## src/rtl/if_id_queue.sv

```systemverilog
// Fetch-to-decode instruction queue: circular buffer of {pc, inst} feeding registered decode-stage outputs.
// Optional feature macro IFQ_BYPASS_EN: an empty queue forwards the fetch entry straight into decode.
module if_id_queue #(
    parameter int ADDR_W = 32,
    parameter int INST_W = 32,
    parameter int DEPTH  = 4
) (
    input  logic                     clk,
    input  logic                     rst,
    input  logic [5:0]               stall,
    input  logic                     flush,
    input  logic                     if_valid,
    input  logic [ADDR_W-1:0]        if_pc,
    input  logic [INST_W-1:0]        if_inst,
    output logic                     if_ready,
    output logic                     id_valid,
    output logic [ADDR_W-1:0]        id_pc,
    output logic [INST_W-1:0]        id_inst,
    output logic [$clog2(DEPTH):0]   count
);

    localparam int PTR_W = $clog2(DEPTH);
    localparam int CNT_W = PTR_W + 1;

    logic [ADDR_W-1:0] r_mem_pc   [DEPTH];
    logic [INST_W-1:0] r_mem_inst [DEPTH];
    logic [PTR_W-1:0]  r_wr_ptr;
    logic [PTR_W-1:0]  r_rd_ptr;
    logic [CNT_W-1:0]  r_count;
    logic              r_id_valid;
    logic [ADDR_W-1:0] r_id_pc;
    logic [INST_W-1:0] r_id_inst;

    logic w_full;
    logic w_empty;
    logic w_advance;
    logic w_push;
    logic w_pop;
    logic w_unused_stall;

    assign w_full    = (r_count == CNT_W'(DEPTH));
    assign w_empty   = (r_count == '0);
    assign w_advance = ~stall[2];
    assign w_pop     = w_advance & ~w_empty & ~flush;

    // Only the decode-stage stall bit matters to this block.
    assign w_unused_stall = ^{stall[5:3], stall[1:0]};

`ifdef IFQ_BYPASS_EN
    logic w_bypass;
    assign w_bypass = w_empty & w_advance & if_valid & ~flush;
    assign w_push   = if_valid & ~w_full & ~flush & ~w_bypass;
`else
    assign w_push   = if_valid & ~w_full & ~flush;
`endif

    assign if_ready = ~w_full;
    assign id_valid = r_id_valid;
    assign id_pc    = r_id_pc;
    assign id_inst  = r_id_inst;
    assign count    = r_count;

    // Storage is deliberately left unreset; pointers alone define what is valid.
    always_ff @(posedge clk) begin
        if (w_push) begin
            r_mem_pc[r_wr_ptr]   <= if_pc;
            r_mem_inst[r_wr_ptr] <= if_inst;
        end
    end

    always_ff @(posedge clk) begin
        if (rst || flush) begin
            r_wr_ptr <= '0;
            r_rd_ptr <= '0;
            r_count  <= '0;
        end else begin
            if (w_push) r_wr_ptr <= r_wr_ptr + PTR_W'(1);
            if (w_pop)  r_rd_ptr <= r_rd_ptr + PTR_W'(1);
            case ({w_push, w_pop})
                2'b10:   r_count <= r_count + CNT_W'(1);
                2'b01:   r_count <= r_count - CNT_W'(1);
                default: r_count <= r_count;
            endcase
        end
    end

    always_ff @(posedge clk) begin
        if (rst || flush) begin
            r_id_valid <= 1'b0;
            r_id_pc    <= '0;
            r_id_inst  <= '0;
        end else if (w_advance) begin
            if (!w_empty) begin
                r_id_valid <= 1'b1;
                r_id_pc    <= r_mem_pc[r_rd_ptr];
                r_id_inst  <= r_mem_inst[r_rd_ptr];
            end
`ifdef IFQ_BYPASS_EN
            else if (w_bypass) begin
                r_id_valid <= 1'b1;
                r_id_pc    <= if_pc;
                r_id_inst  <= if_inst;
            end
`endif
            else begin
                r_id_valid <= 1'b0;
                r_id_pc    <= '0;
                r_id_inst  <= '0;
            end
        end
    end

endmodule

```

## config.mk

```make
export PLATFORM = sky130hd
export DESIGN_NAME = if_id_queue
export DESIGN_NICKNAME = d
export VERILOG_FILES = /design/src/rtl/if_id_queue.sv
export SDC_FILE = /design/constraint.sdc
export NUM_CORES = 1
export LEC_CHECK = 0
export CAP_MARGIN = 20
export CORE_ASPECT_RATIO = 1.25
export CORE_MARGIN = 4
export CORE_UTILIZATION = 34
export CTS_CLUSTER_SIZE = 14
export DETAILED_ROUTE_END_ITERATION = 6
export GPL_ROUTABILITY_DRIVEN = 0
export HOLD_SLACK_MARGIN = 0.12
export PLACE_DENSITY_LB_ADDON = 0.2
export SLEW_MARGIN = 25
export SYNTH_ARGS = -nofsm -noshare
export SYNTH_HDL_FRONTEND = slang
export SYNTH_SLANG_ARGS = --single-unit
```

## constraint.sdc

```tcl
create_clock -name clk -period 3.8 [get_ports clk]
set_input_delay 0.57 -clock clk [delete_from_list [all_inputs] [get_ports clk]]
set_output_delay 0.57 -clock clk [all_outputs]
set_load 0.005 [all_outputs]
```

==> results of run 1 <==
[synth_stat cells, types with 4 or more instances]
library cell and instances:
dfxtp_1 74, mux4_2 60, and2_1 4, a22o_1 64
a21oi_1 8, inv_1 10, mux4_1 4, nor2_1 4
buf_2 11, buf_6 14, edfxtp_1 256, o21ai_0 4
ha_1 5
[registers in the layout (all words and copies together) (netlist names), named ones only]
signal and cells:
r_rd_ptr 2, r_wr_ptr 2, count 3, r_mem_inst 128
id_valid 1, id_inst 32, r_mem_pc 128, id_pc 32
[worst reg2reg max path, delay by kind of cell (launching register included)]
kind                       cells  cell delay (ns)
xor gates and xnor gates       1             0.15
adders and majority gates      2             0.57
DFF                            1             0.40
AOI/OAI and AO/OA              1             0.16
and+or+nand+nor                3             0.89
buffers and inverters          2             0.17
[report_power, final]
group	switching, mW	internal (mW)	leakage [nW]
Combinational	0.104	0.122	1.24
Sequential	0.0163	3.94	2.92
Clock	1.31	2.04	0.569
[area by class of cell]
type                       instances  area share (%)
multi-input combinational        170            15.8
sequential                       330            61.9
inverter                          10           0.253
tap                              462            3.90
timing repair buffer             150            10.3
clock buffer                      47            6.71
clock inverter                    16            1.10
[metal layers]
layer / GRT usage, % / part of all wire, % / vias to the layer above
li1: - / - / 2553
met1: 14.9 / 40 / 2959
met2: 22.5 / 53 / 123
met3: 3.27 / 5.0 / 37
met4: 3.91 / 2.1 / 2
met5: 0 / 0.055 / -
[kinds of logic (layout without fill, tap and decap cells)]
| logic type | after synthesis | after routing | share of synthesized area [%] |
|---|---|---|---|
| buffers and inverters | 38 | 223 | 2.26 |
| muxes | 64 | 64 | 12.4 |
| DFF | 330 | 330 | 78.0 |
| adders and majority gates | 6 | 6 | 0.702 |
| AOI/OAI and AO/OA | 77 | 77 | 5.34 |
| and+or+nand+nor | 21 | 21 | 1.18 |
| xor gates and xnor gates | 2 | 2 | 0.149 |
[layout by cell type, fill, tap and decap left out, types with 2 or more instances in the layout]
master,instances
clkinvlp_4,2
o21ai_0,4
buf_4,8
mux4_1,4
inv_1,10
dfxtp_4,2
mux4_2,60
clkinv_2,9
a21oi_1,8
bufinv_16,3
nor2_1,4
xor2_1,2
edfxtp_1,256
clkdlybuf4s50_1,137
ha_1,5
or3_1,2
nand3_1,2
clkbuf_8,3
a22o_1,64
and2_4,4
clkbuf_16,37
dfxtp_1,72
clkbuf_1,7
buf_12,5
[worst max-delay path by stage]
stage	to
final	if_ready
after global routing	if_ready
after CTS	if_ready
after detailed placement	count[2]
after global placement	count[2]
after floorplan	r_mem_inst[0][0]
==> impl_metrics.toml, run 1 <==
[placed_design]
place_hpwl_um = 13600
port_buffers = 137
placed_area_mm2 = 0.0136
dp_cells = 1121
pre_cts_ws_ns = 0.879

[detailed_routing]
vias = 5674
final_antenna_net_count = 0
drt_wl_total_um = 23800
drtIter0Drc = 309
vias_per_cell = 4.79
drcViolationCount = 0
wl_per_cell_um = 20.1
dr.pass1.iters = 4

[grt]
overflow = 0
antenna_found_initial = 1
grt_pass1_vias = 6210
grt_pass1_wl_um = 36400
grt_max_degree = 65
grt_util_all_layers_pct = 12.6

[sta]
whs_ns = 0.481
worst_pin_slew_ns = 0.869
timing.slew.headroom_pct = 42.1
fin_setup_tns_ns = 0
finClkSkew_ns = 0.0146
rsz0062_at_grt = "false"
finalCritPeriodShare_pct = 65.7
setup_violations = 0
min_period_ns = 2.50
final-hold-violation-count = 0
setup_ws_ns = 1.30
max_freq_mhz = 401
drv_slew = 0

[synthesis]
ys.flop_type = "edfxtp_1"
synthTopCellsByArea = "edfxtp_1 (65%), dfxtp_1 (13%), mux4_2 (11%)"
synthArstFlopShare_pct = 0
syn_area_mm2 = 0.0118
yosysUniqueCellTypes = 29
syn_inst = 538
synth_edf_count = 256
ys_ff_latch = 330
synth_top_area_share_pct = 65.4
synth.avg_cell_area_um2 = 21.9
synth_seq_area_share_pct = 78.0
syn_nets = 618
synth_top_area_cell = "edfxtp_1"
ys_warn_count = 0

[critical_path]
crit_family = "buffers and inverters"
cp_slowest_stage_delay_ns = 0.48
rr_startpoint = "count[2]"
r2r-end = "count[2]"
timing.critical_path.required_ns = 3.23
worst-path-stages = 3
rrSetupSlack_ns = 1.39
path_max_fanout = 5
worstPathCellList = "nor3b_1 -> inv_1 -> clkdlybuf4s50_1"
end_kind = "output port"
critPathBufInv = 2
setup.worst_path.start = "count[2]"
cp_slowest_cell = "clkdlybuf4s50_1"
critical_path_class = "reg -> out"
reg2reg_depth = 9
cp.arrival_ns = 1.93
startpoint_type = "flip-flop"

[clocking]
clkTransAtPathRegs_ns = 0.06
htreeDepth = 2
clockRootBuffer = "clkbuf_16"
cts_resized = 0
cts_tree = "yes"
cts_sinks = 330
postCtsHoldBufs = 0
clockBufferDepth = 3
cts_setup_buffers = 0
clk_latency_ns = 0.51
numCtsBuffers = 35

[cells_and_area]
finalInstanceArea_mm2 = 0.0148
nets = 777
fin_cells = 1185
drive_gt1_share_pct = 19.2
fin_util_pct = 43.7
multiInputGateArea_mm2 = 0.00233
syn2layout_area_growth_pct = 26.0
antennaDiodeCount = 0
ff_latch_area_mm2 = 0.00918
fillers = 2930

[min_path]
hold_path_depth = 1
min_to = "id_pc[18]"
hp-start = "id_pc[18]"
min_path_type = "reg -> reg"

[floorplan]
ios = 143
die_h_um = 216
row_count = 75
initial_core_util_pct = 34.7
core_area_mm2 = 0.0339
dieArea_mm2 = 0.0376
chipWidth_um = 174

[power_and_ir_drop]
total_power_mw = 7.53
ir_worst_vdd_uv = 200
p_leak_nw = 4.73
p_per_area_mw_per_mm2 = 509

[outcome]
status = "complete, no violations"

[job]
drv_cap = 0
No activity file was read; power rests on OpenSTA's default activity.
==> inputs of run 2 (changes only) <==
- clock period: 3.8 -> 2.1 ns (I/O delays scaled with it)
==> run 2 against run 1 <==
Sequential cell count did not move. Combinational power increased by 110%. Count of clock-buffer cells in the layout up 5. Sequential power is 81% higher. Sequential share of layout area down 1.7 points. Critical endpoint is now count[2].
==> impl_metrics.toml, run 2 (synthesis gave the netlist of run 1 again) <==
[power_and_ir_drop]
power_switching_mw = 2.59
p_clk_share_pct = 44.9
seq_power_share_pct = 51.7
p_per_area_mw_per_mm2 = 907
pwr-share-comb_pct = 3.4
total_power_mw = 13.8
p_leak_nw = 4.91
swShare_pct = 18.7
p_int_mw = 11.2
ir_worst_vdd_uv = 439

[placed_design]
port_buffers = 137
place_hpwl_um = 15600

[clocking]
clk_latency_ns = 0.51
htreeDepth = 2
cts_tree = "yes"
cts_sinks = 330
numCtsBuffers = 35
clkTransAtPathRegs_ns = 0.06
clockRootBuffer = "clkbuf_16"
clockBufferDepth = 3

[sta]
setup_violations = 0
min_period_ns = 2.03
rsz0062_at_grt = "false"
max_freq_mhz = 492
timing.slew.headroom_pct = 69.4
finalCritPeriodShare_pct = 96.7
finClkSkew_ns = 0.00917
drv_slew = 0
fin_setup_tns_ns = 0
final-hold-violation-count = 0
worst_pin_slew_ns = 0.459

[critical_path]
cp.arrival_ns = 2.47
worstPathCellList = "nor3_2 -> or2_4 -> nor2_4 -> ha_4 -> inv_2 -> fa_2 -> xor2_1 -> or3_1 -> a21oi_2"
startpoint_type = "flip-flop"
path_max_fanout = 3
crit_family = "simple AND/OR/NAND/NOR gates"
cp_slowest_cell = "dfxtp_4"
timing.critical_path.required_ns = 2.54
cp_slowest_stage_delay_ns = 0.37
end_kind = "flip-flop"
rrSetupSlack_ns = 0.07
critPathBufInv = 1
critical_path_class = "reg -> reg"

[detailed_routing]
drtIter0Drc = 343
drcViolationCount = 0
vias_per_cell = 4.78
dr.pass1.iters = 4
final_antenna_net_count = 0
vias = 5771
wl_per_cell_um = 20.4
drt_wl_total_um = 24700

[cells_and_area]
nets = 799
ff_latch_area_mm2 = 0.00919
fillers = 2889
syn2layout_area_growth_pct = 29.6
drive_gt1_share_pct = 22.3
fin_util_pct = 45.0
most-common-layout-cells = "edfxtp_1 (256), clkdlybuf4s50_1 (136), dfxtp_1 (69), a22o_1 (64), mux4_2 (60)"
final_common_cell = "edfxtp_1"
reg_top3 = "r_mem_inst x128, r_mem_pc x128"
multiInputGateArea_mm2 = 0.00237
antennaDiodeCount = 0

[grt]
grt_pass1_vias = 6394
overflow = 0
grt_max_degree = 46
grt_util_all_layers_pct = 13.2
grt_pass1_wl_um = 38000
antenna_found_initial = 2

[floorplan]
row_count = 75
die_h_um = 216
chipWidth_um = 174
core_area_mm2 = 0.0339
dieArea_mm2 = 0.0376
ios = 143
initial_core_util_pct = 34.7

[min_path]
min_path_type = "in -> reg"

[job]
drv_cap = 0

[outcome]
status = "complete, no violations"
[run 2: cell count changes in the layout (fill, tap and decap cells not counted), moves of 2 or more]
cell and delta:
dfxtp_1 -3, buf_4 +7, dfxtp_4 +2, clkbuf_8 +5
clkinvlp_4 -2, clkinv_1 +4, clkinv_2 -6, buf_12 +15
[run 2: metrics by stage]
stage / std cells / setup WS (ns) / area (µm²) / hold slack (ns)
after floorplan: 538 / 0.00522 / 11800 / 0.414
after global placement: 1143 / -0.310 / 14000 / 0.454
final: 1207 / 0.0688 / 15200 / 0.438
after detailed placement: 1143 / -0.466 / 14000 / 0.467
after CTS: 1207 / 0.00239 / 15200 / 0.417
after global routing: 1207 / 0.0115 / 15200 / 0.432
[run 2: power by group through the flow]
stage / combinational (mW) / clock [mW] / sequential (mW)
finish: 0.466 / 6.21 / 7.15
global route: 0.505 / 6.68 / 7.15
CTS: 0.478 / 6.40 / 7.15
detailed placement: 0.472 / 0 / 7.29
global placement: 0.454 / 0 / 7.28
floorplan: 0.169 / 0 / 7.29
[run 2: timing repair]
action	in CTS	in global routing
hold buffers	0	0
endpoints found under the setup margin	2	1
buffers inserted	1	0
gates resized for setup	13	3
pin swaps	5	3
[run 2: cell type report]
class | count | area share [%]
Inverter | 10 | 0.246
Clock buffer | 52 | 6.97
Sequential cell | 330 | 60.3
Clock inverter | 11 | 0.813
Multi-Input combinational cell | 170 | 15.6
Tap cell | 462 | 3.79
Timing Repair Buffer | 172 | 12.4
[run 2: worst paths after layout]
check | from | to | cells after the start
worst max register to register | count[0] | count[2] | 9
worst max-delay path | count[0] | count[2] | 9
worst min register to register | id_pc[8] | id_pc[8] | 1
worst min-delay path | if_inst[27] | r_mem_inst[2][27] | 1
[run 2: metal layers]
| metal | share of wire [%] | vias to the layer above | track usage (%) | routed length, µm |
|---|---|---|---|---|
| met5 | 0.11 | - | 0 | 26 |
| met4 | 2.2 | 4 | 4.09 | 539 |
| met3 | 4.7 | 45 | 3.13 | 1160 |
| met2 | 53 | 125 | 23.7 | 13200 |
| met1 | 40 | 2999 | 15.6 | 9770 |
| li1 | - | 2598 | - | - |
[run 2: worst reg2reg max path, cell delays in order, from the launching register on]
cell and delay, ns:
dfxtp_4 0.37, nor3_2 0.06, or2_4 0.25, nor2_4 0.10
ha_4 0.15, inv_2 0.04, fa_2 0.35, xor2_1 0.16
or3_1 0.33, a21oi_2 0.15
==> inputs of run 3 (changes only) <==
- CTS_CLUSTER_DIAMETER: unset -> 150
- REMOVE_ABC_BUFFERS: unset -> 1
==> run 3 against run 2 <==
First-iteration DRC count down 20%. Sequential power about the same. Clock skew up 0.0025 ns. Critical path type unchanged. Largest power group unchanged. Highest routed layer unchanged.
==> impl_metrics.toml, run 3 (synthesis gave the netlist of run 1 again) <==
[outcome]
status = "complete, no violations"

[critical_path]
worst-path-stages = 9
timing.critical_path.required_ns = 2.56
critPathBufInv = 1
reg2reg_depth = 9
cp_slowest_cell = "dfxtp_2"
critical_path_class = "reg -> reg"
worstPathCellList = "nor3_2 -> or2_4 -> nor2_2 -> ha_2 -> inv_1 -> fa_2 -> xor2_1 -> or3_1 -> a21oi_1"
startpoint_type = "flip-flop"
cp.arrival_ns = 2.46
path_max_fanout = 3
end_kind = "flip-flop"
cp_slowest_stage_delay_ns = 0.36
crit_family = "simple AND/OR/NAND/NOR gates"

[detailed_routing]
drtIter0Drc = 275
drcViolationCount = 0
dr.pass1.iters = 6
drt_wl_total_um = 24500
vias_per_cell = 4.73
final_antenna_net_count = 0
vias = 5690
wl_per_cell_um = 20.4

[min_path]
min_path_type = "in -> reg"
hold_path_depth = 1

[floorplan]
initial_core_util_pct = 34.7
dieArea_mm2 = 0.0376
chipWidth_um = 174
row_count = 75
ios = 143
die_h_um = 216
core_area_mm2 = 0.0339

[power_and_ir_drop]
p_int_mw = 9.79
p_leak_nw = 4.73
p_clk_share_pct = 37.4
seq_power_share_pct = 58.8
swShare_pct = 19.4
power_switching_mw = 2.36
pwr-share-comb_pct = 3.8
p_per_area_mw_per_mm2 = 818
ir_worst_vdd_uv = 415

[cells_and_area]
reg_top3 = "r_mem_inst x128, r_mem_pc x128"
fillers = 2949
syn2layout_area_growth_pct = 26.3
multiInputGateArea_mm2 = 0.00235
ff_latch_area_mm2 = 0.00918
final_common_cell = "edfxtp_1"
fin_util_pct = 43.9
most-common-layout-cells = "edfxtp_1 (256), clkdlybuf4s50_1 (136), dfxtp_1 (69), a22o_1 (64), mux4_2 (60)"
fin_cells = 1202
drive_gt1_share_pct = 20.2
nets = 799

[job]
drv_cap = 0

[clocking]
clkTransAtPathRegs_ns = 0.06
cts_tree = "yes"
numCtsBuffers = 27
clockBufferDepth = 3
clockRootBuffer = "clkbuf_16"
clk_latency_ns = 0.53
cts_sinks = 330
htreeDepth = 1

[sta]
timing.slew.headroom_pct = 74.1
finalCritPeriodShare_pct = 95.5
finClkSkew_ns = 0.0117
min_period_ns = 2.01
worst_pin_slew_ns = 0.389
final-hold-violation-count = 0
setup_violations = 0
drv_slew = 0
max_freq_mhz = 499
rsz0062_at_grt = "false"

[grt]
grt_max_degree = 39
overflow = 0
grt_pass1_wl_um = 37700
antenna_found_initial = 2
grt_util_all_layers_pct = 12.9
grt_pass1_vias = 6284

[placed_design]
dp_cells = 1150
port_buffers = 137
place_hpwl_um = 15700
==> run 3: cell types whose count changed in the layout (fill, tap and decap cells not counted), sizes merged <==
cell / delta
clkinv: -7
bufinv: -3
clkbuf: -4
diode: +1
buf: +8
==> run 3: power groups by stage <==
stage                     clock network [mW]  registers, mW  logic (mW)
after floorplan                            0           7.30       0.148
after global placement                     0           7.28       0.454
after detailed placement                   0           7.29       0.469
after CTS                               4.74           7.14       0.471
after global routing                    4.97           7.15       0.499
final                                   4.54           7.14       0.461
==> run 3: worst register-to-register path: stages (launching register included) <==
cell,delay [ns]
dfxtp_2,0.36
nor3_2,0.06
or2_4,0.23
nor2_2,0.11
ha_2,0.18
inv_1,0.05
fa_2,0.33
xor2_1,0.16
or3_1,0.33
a21oi_1,0.13
==> run 3: repair_timing <==
action | in CTS | in global routing
endpoints found under the setup margin | 2 | 1
buffers inserted | 2 | 0
pin swaps | 3 | 0
resized for setup | 8 | 2
hold buffers | 0 | 0
==> run 3: final cells by class <==
class / instances / area share [%]
diodes: 1 / 0.0168
clock buffers: 48 / 5.08
clock inverters: 1 / 0.0590
inverters: 10 / 0.253
multi-input cells: 170 / 15.8
flip-flops and latches: 330 / 61.8
well taps: 462 / 3.89
repair buffers: 180 / 13.1
==> run 3: per-layer routing <==
layer	track usage, %	vias up	wire length [µm]
li1	-	2594	-
met1	15.5	2955	9840
met2	23.6	112	13000
met3	2.61	27	1230
met4	3.51	2	482
met5	0	-	7
==> run 3: final timing paths <==
kind	from	endpoint	slack [ns]
hold / removal	if_pc[13]	r_mem_pc[3][13]	0.42
hold reg to reg	id_pc[22]	id_pc[22]	0.48
setup reg to reg	count[0]	count[2]	0.09
setup / recovery	count[0]	count[2]	0.09
==> run 3: per-stage QoR <==
stage / TNS, ns / setup slack [ns] / total power, mW / hold WS [ns] / area [µm²]
after detailed placement: -0.435 / -0.366 / 7.76 / 0.465 / 14100
after global routing: 0 / 0.0219 / 12.6 / 0.405 / 14900
after CTS: 0 / 0.0117 / 12.4 / 0.385 / 14800
final: 0 / 0.0947 / 12.1 / 0.419 / 14900
after global placement: -0.348 / -0.297 / 7.74 / 0.463 / 14100
after floorplan: -267.42 / -1.61 / 7.45 / 0.414 / 11500
